[src/rtl/timer_pkg.sv]
// Shared register-map constants and control-register layout for the MMIO timer.
package timer_pkg;

   localparam logic [1:0] CTRL_OFS  = 2'd0;
   localparam logic [1:0] COUNT_OFS = 2'd1;
   localparam logic [1:0] CMP_OFS   = 2'd2;
   localparam logic [1:0] STAT_OFS  = 2'd3;

   localparam int unsigned CTRL_EN_BIT  = 0;
   localparam int unsigned CTRL_AR_BIT  = 1;
   localparam int unsigned CTRL_IE_BIT  = 2;
   localparam int unsigned CTRL_PSC_LSB = 16;

   typedef struct packed {
      logic [15:0] prescale;
      logic        irq_en;
      logic        auto_reload;
      logic        en;
   } ctrl_t;

endpackage

[src/rtl/timer_prescaler.sv]
// Prescaler: one tick every prescale+1 enabled cycles. `en` is the enable value
// that CTRL will hold after the current edge, so a disabling write clears the count at that edge.
module timer_prescaler #(
   parameter int unsigned PSC_W = 16
) (
   input  logic             clk,
   input  logic             reset,
   input  logic             en,
   input  logic [PSC_W-1:0] prescale,
   output logic             tick
);

   logic [PSC_W-1:0] psc_cnt;
   logic             en_q;

   assign tick = en_q && (psc_cnt == prescale);

   // en_q mirrors the committed EN bit; the count stays at 0 on the enabling edge.
   always_ff @(posedge clk or posedge reset) begin
      if (reset) begin
         en_q    <= 1'b0;
         psc_cnt <= '0;
      end else begin
         en_q <= en;
         if (!en || !en_q || tick)
            psc_cnt <= '0;
         else
            psc_cnt <= psc_cnt + PSC_W'(1);
      end
   end

endmodule

[src/rtl/mmio_timer.sv]
// Memory-mapped prescaled 32-bit timer with compare match, auto-reload and level irq.
module mmio_timer
   import timer_pkg::*;
#(
   parameter logic [31:0] BASE_ADDR = 32'hFFFF_0000,
   parameter int unsigned PSC_W     = 16
) (
   input  logic        clk,
   input  logic        reset,
   input  logic        mem_write,
   input  logic [31:0] data_addr,
   input  logic [31:0] write_data,
   output logic [31:0] read_data,
   output logic        hit,
   output logic        irq
);

   localparam logic [15:0] PSC_MASK = 16'((32'd1 << PSC_W) - 32'd1);

   ctrl_t       ctrl;
   ctrl_t       ctrl_wdata;
   logic [31:0] count;
   logic [31:0] compare;
   logic        match;
   logic [1:0]  sel;
   logic        wr, ctrl_wr, count_wr, cmp_wr, stat_wr;
   logic        tick, is_match, en_next;
   logic        unused_addr_bits;

   assign hit      = (data_addr[31:4] == BASE_ADDR[31:4]);
   assign sel      = data_addr[3:2];
   assign wr       = mem_write & hit;
   assign ctrl_wr  = wr && (sel == CTRL_OFS);
   assign count_wr = wr && (sel == COUNT_OFS);
   assign cmp_wr   = wr && (sel == CMP_OFS);
   assign stat_wr  = wr && (sel == STAT_OFS);
   assign unused_addr_bits = ^data_addr[1:0];

   always_comb begin
      ctrl_wdata             = '0;
      ctrl_wdata.prescale    = write_data[CTRL_PSC_LSB +: 16] & PSC_MASK;
      ctrl_wdata.irq_en      = write_data[CTRL_IE_BIT];
      ctrl_wdata.auto_reload = write_data[CTRL_AR_BIT];
      ctrl_wdata.en          = write_data[CTRL_EN_BIT];
   end

   assign en_next = ctrl_wr ? write_data[CTRL_EN_BIT] : ctrl.en;

   timer_prescaler #(.PSC_W(PSC_W)) u_prescaler (
      .clk      (clk),
      .reset    (reset),
      .en       (en_next),
      .prescale (ctrl.prescale[PSC_W-1:0]),
      .tick     (tick)
   );

   assign is_match = tick && (count == compare);

   // A CPU COUNT write overrides the tick; match is still judged on the old COUNT.
   always_ff @(posedge clk or posedge reset) begin
      if (reset) begin
         ctrl    <= '0;
         count   <= '0;
         compare <= '1;
         match   <= 1'b0;
      end else begin
         if (ctrl_wr)
            ctrl <= ctrl_wdata;
         if (cmp_wr)
            compare <= write_data;
         if (count_wr)
            count <= write_data;
         else if (tick)
            count <= (is_match && ctrl.auto_reload) ? '0 : count + 32'd1;
         if (is_match)
            match <= 1'b1;
         else if (stat_wr && write_data[0])
            match <= 1'b0;
      end
   end

   assign irq = match & ctrl.irq_en;

   always_comb begin
      read_data = '0;
      if (hit) begin
         case (sel)
            CTRL_OFS:  read_data = {ctrl.prescale, 13'd0, ctrl.irq_en, ctrl.auto_reload, ctrl.en};
            COUNT_OFS: read_data = count;
            CMP_OFS:   read_data = compare;
            STAT_OFS:  read_data = {31'd0, match};
            default:   read_data = '0;
         endcase
      end
   end

endmodule

[config.mk]
export PLATFORM = sky130hd
export DESIGN_NAME = mmio_timer
export DESIGN_NICKNAME = d
export VERILOG_FILES = /design/src/rtl/timer_pkg.sv /design/src/rtl/timer_prescaler.sv /design/src/rtl/mmio_timer.sv
export SDC_FILE = /design/constraint.sdc
export NUM_CORES = 1
export LEC_CHECK = 0
export CAP_MARGIN = 20
export CORE_MARGIN = 1
export CORE_UTILIZATION = 48
export DETAILED_ROUTE_END_ITERATION = 10
export GPL_ROUTABILITY_DRIVEN = 1
export GPL_TIMING_DRIVEN = 0
export PLACE_DENSITY_LB_ADDON = 0.12
export SETUP_SLACK_MARGIN = 0.15
export SKIP_CTS_REPAIR_TIMING = 1
export SLEW_MARGIN = 20
export SYNTH_ARGS = -nofsm -noshare
export SYNTH_HDL_FRONTEND = slang
export SYNTH_SLANG_ARGS = --single-unit
[constraint.sdc]
create_clock -name clk -period 4.7 [get_ports clk]
set_input_delay 0.94 -clock clk [delete_from_list [all_inputs] [get_ports clk]]
set_output_delay 0.94 -clock clk [all_outputs]
set_load 0.1 [all_outputs]
; After elaboration in Yosys (flattened, before gate mapping)
; Index checks and enable logic that the tools add are counted.
; W data, S select, Z words.
[classes]
muxes = 9
n_reduce_logical = 15
eq_ne = 6
multipliers = 0
n_lt_le_gt_ge = 0
shift = 0
div_mod_pow = 0
n_bitwise = 2
add_sub_neg = 2
[op_table]
columns = operator, count
row1 = $mux W32, 4
row2 = $pmux W32 S4, 1
row3 = $add A32 B1 Y32 const B, 1
row4 = $eq A32 B32 Y1, 1
row5 = $eq A28 B28 Y1 const B, 1
row6 = $add A16 B1 Y16 const B, 1
row7 = $eq A16 B16 Y1, 1
row8 = $mux W16, 1
row9 = $logic_and A1 B1 Y1, 8
row10 = $eq A2 B2 Y1 const B, 2
row11 = $reduce_bool A2 Y1, 2
row12 = $mux W1, 3
row13 = $and A1 B1 Y1, 2
row14 = $eq A2 B1 Y1 const B, 1
row15 = $logic_not A1 Y1, 2
row16 = $logic_not A2 Y1, 1
row17 = $logic_or A1 B1 Y1, 2
[word_totals]
romBits = 0
ramBits = 0
ff_bits = 101
in_bits = 67
output_inout_bits = 34
latchBits = 0
n_memories = 0

; Depth between registers and ports, before layout
[depth]
depth_word = 8
ltp_mapped = 10

; By module
; From an unflattened synthesis, not the netlist that was laid out.
[hier_totals]
cells_unflattened = 656
area_unflattened_um2 = 6194.7
[modules_own_cells]
columns = mod, cells_per_inst, seq_area_each_um2, area_each_um2, instances
row1 = mmio_timer, 557, 2142.1, 5163.7, 1
row2 = timer_prescaler, 99, 425.4, 1031.0, 1

; Worst setup path after synthesis
; Ideal clock, no wire load.
[synth_timing]
path_type = in2out
from = input data_addr[10]
to = output read_data[0]
path_slack_ns = 0.297
t_arrival_ns = 3.463
t_required_ns = 3.760
stages = 6
path_cell_list = nor4b_1 nand4_1 or4_1 clkbuf_1 inv_1 and2_1
[synth_between]
elab_chain_len = 2
[synth_rtl]
columns = element, line
row1 = start: declaration, mmio_timer.sv:11  ; input logic [31:0] data_addr,
row2 = $eq A28 B28 Y1, mmio_timer.sv:30  ; assign hit = (data_addr[31:4] == BASE_ADDR[31:4]);
row3 = named net hit, mmio_timer.sv:14  ; output logic hit,
row4 = $mux W32, mmio_timer.sv:86  ; if (hit) begin
row5 = end: declaration, mmio_timer.sv:13  ; output logic [31:0] read_data,
; The timed path passes the listed nets, and every way through them passes these cells.

; Worst setup path after layout
[layout_timing]
from = input data_addr[25]
to = output read_data[23]
[layout_between]
elab_chain_len = 2
[layout_rtl]
columns = element, line
row1 = $eq A28 B28 Y1, mmio_timer.sv:30
row2 = $mux W32, mmio_timer.sv:86
; No other way between the ends.

==> reports/qor.yml <==
status: "finished clean"
yosysTopAreaCell: "dfrtp_1"
worstSkewPairLatency_ns: 0.36
rsz0062_at_grt: "true"
ant_nets: 0
numCtsBuffers: 9
clk_path_buf_depth: 2
synth.avg_cell_area_um2: 9.25
p_per_area_mw_per_mm2: 223
cp_cell_sequence: "clkdlybuf4s50_1, nor4bb_1, nand4_1, or4_1, clkbuf_1, clkbuf_1, nor2_1, clkbuf_2"
routed_wl_um: 19300
startpoint_type: "input pin"
yosysWarningCount: 0
grt_pass1_wl_um: 29700
endpoint_kind: "output pin"
synth_top_family_by_area: "simple AND/OR/NAND/NOR gates"
clkTransAtPathRegs_ns: 0.07
synth_xor_area_frac: 0.0910
area_growth_pct: 22.5
synth_nets: 745
place_congestion: 0.919
async_flop_share: 1.00
ys_types: 49
hold_ws_ns: 0.528
drt-vias-per-instance: 5.97
netlist_instances: 676
crit_path_top_delay_cell: "or4_1"
fin_nets: 855
slew_headroom: 0.318
n_antenna_cell: 0
drtPass1Iterations: 5
yosysMostFrequentCell: "nor2_1"
die_w_um: 116
netlist.area_leader.share: 0.276
min_path_type: "reg -> reg"
drv_cap: 0
num_vias: 5753
grt_pass1_vias: 5605
tritoncts: "built"
initial_core_util: 0.494
die_area_mm2: 0.0135
cts_root_buf: "clkbuf_16"
wl_per_cell_um: 20.1
crit_type: "in -> out"
cp.required_ns: 3.76
die_h_um: 116
irDropWorstVdd_uv: 219
layout_min_cycle_time_ns: 4.51
placed_cells: 947
yosys.area_share.simple: 0.204
grt_max_degree: 80
synth_common_cells: "84 x nor2_1, 69 x dfrtp_1, 50 x mux2_2, 46 x clkbuf_1, 46 x nand2_1"
n_fill_cell: 1117
drive_above_1_share: 0.181
io_pins: 101
synthFlopType: "dfrtp_1"
synth_fa_ha_area_frac: 0.00400
antenna_found_initial: 0
drt_iter0_drc: 535
placed_cell_area_mm2: 0.00748
htreeDepth: 3
grt_remaining_overflow: 0
hold_violations: 0
post-route-drc-count: 0
fmax_mhz: 222
post-route-period-util: 0.959
grt_usage: 0.298
finalMaxSlewViolations: 0
tightest_slew_ns: 1.01
yosys-mux-area-fraction: 0.124
setup_violations: 0
core-area_mm2: 0.0127
synth_area_mm2: 0.00625
rows: 41
stdcell_count: 963
cts.sinks: 101
fin_area_mm2: 0.00766
synth_compound_area_frac: 0.130
dp_hpwl_um: 14200
synth_edf_count: 0
cp_data_arrival_time_ns: 3.57
slowest_delay_ns: 0.54
synth_area_leaders: "dfrtp_1 28%, dfstp_2 13%, mux2_2 9.0%"
synth_seq_area_share: 0.411
synth_seq_cells: 101
p_leak_uw: 0.00331
crit_path_frequent_cell: "clkbuf_1"
io_buffer_count: 98
skew_ns: 0.00973
crit_path_max_fanout: 10
logic make-up after synthesis:
group,after synthesis
AO/OA/AOI/OAI,126
XOR/XNOR,65
adder cells (fa/ha/maj),2
buffers and inverters,58
flip-flops,101
multiplexers,70
AND/OR/NAND/NOR,254
worst max-delay path: cells and delay by family:
| family | cells | cell delay [ns] |
|---|---|---|
| AND/OR/NAND/NOR | 4 | 1.20 |
| buffers and inverters | 4 | 1.41 |
through the flow:
step / power (uW) / util / TNS, ns / setup slack [ns]
after detailed placement: 1010 / 0.591 / -16.14 / -0.746
after floorplan: 923 / - / 0 / 0.297
after global placement: 1000 / 0.588 / -43.27 / -0.670
after CTS: 1730 / 0.613 / -16.41 / -0.750
after global routing: 1760 / 0.605 / 0 / 0.108
final: 1710 / 0.605 / 0 / 0.193
sequential cells by signal, summed over array words and instances (netlist names):
name and flops:
count 32, ctrl 19, u_prescaler.en_q 1, compare 32, u_prescaler.psc_cnt 16, match 1
path summary, 6_finish.rpt:
path | cells past startpoint | slack (ns) | end | start
setup reg to reg | 8 | 1.55 | count[30] | count[0]
setup / recovery | 8 | 0.19 | read_data[23] | data_addr[25]
hold / removal | 1 | 0.53 | match | match
hold reg to reg | 1 | 0.53 | match | match
max in group asynchronous | 3 | 3.10 | compare[18] | reset
min in group asynchronous | 2 | 0.90 | u_prescaler.psc_cnt[11] | reset
per-layer routing:
| layer | wire length [um] | up-vias | GRT usage |
|---|---|---|---|
| li1 | - | 2652 | - |
| met1 | 8640 | 2822 | 0.408 |
| met2 | 8700 | 247 | 0.469 |
| met3 | 1490 | 32 | 0.0535 |
| met4 | 482 | 0 | 0.120 |
| met5 | 0 | - | 0 |
cells in the final DEF (no fill, tap or decap), drive strengths merged, types with 3 or more instances in the layout:
| cell | Yosys | final |
|---|---|---|
| or2 | 5 | 5 |
| xnor2 | 37 | 37 |
| nor4 | 15 | 15 |
| buf | 7 | 14 |
| clkdlybuf4s50 | 0 | 65 |
| nand3 | 23 | 23 |
| o41ai | 3 | 3 |
| inv | 5 | 5 |
| xor2 | 28 | 28 |
| nand2b | 4 | 4 |
| mux2 | 50 | 50 |
| o21ai | 22 | 22 |
| nor2b | 8 | 8 |
| nand4 | 30 | 30 |
| and3 | 8 | 8 |
| nand2 | 46 | 46 |
| or4 | 6 | 6 |
| and2 | 7 | 7 |
| o22a | 7 | 7 |
| mux2i | 19 | 19 |
| o31ai | 13 | 13 |
| dfstp | 32 | 32 |
| clkbuf | 46 | 84 |
| nor3 | 3 | 3 |
| nor2 | 84 | 84 |
| o21a | 5 | 5 |
| o211ai | 3 | 3 |
| nor4b | 4 | 4 |
| a22oi | 25 | 25 |
| or3 | 4 | 4 |
| dfrtp | 69 | 69 |
| a21oi | 39 | 39 |
cell type report:
cell class	count	area [um^2]	area share
Multi-Input combinational cell	517	3460	0.451
Sequential cell	101	2570	0.335
Timing Repair Buffer	99	906	0.118
Clock buffer	13	260	0.0340
Tap cell	172	215	0.0281
Buffer	53	211	0.0276
Inverter	5	23.8	0.00310
Clock inverter	3	20.0	0.00261
power breakdown:
part / internal, uW / total (uW) / switching (uW)
clock network: 388 / 721 / 333
logic: 62.2 / 122 / 59.4
registers: 870 / 870 / 0.00771
total: 1320 / 1710 / 392
Power figures use the tool's default switching activity.
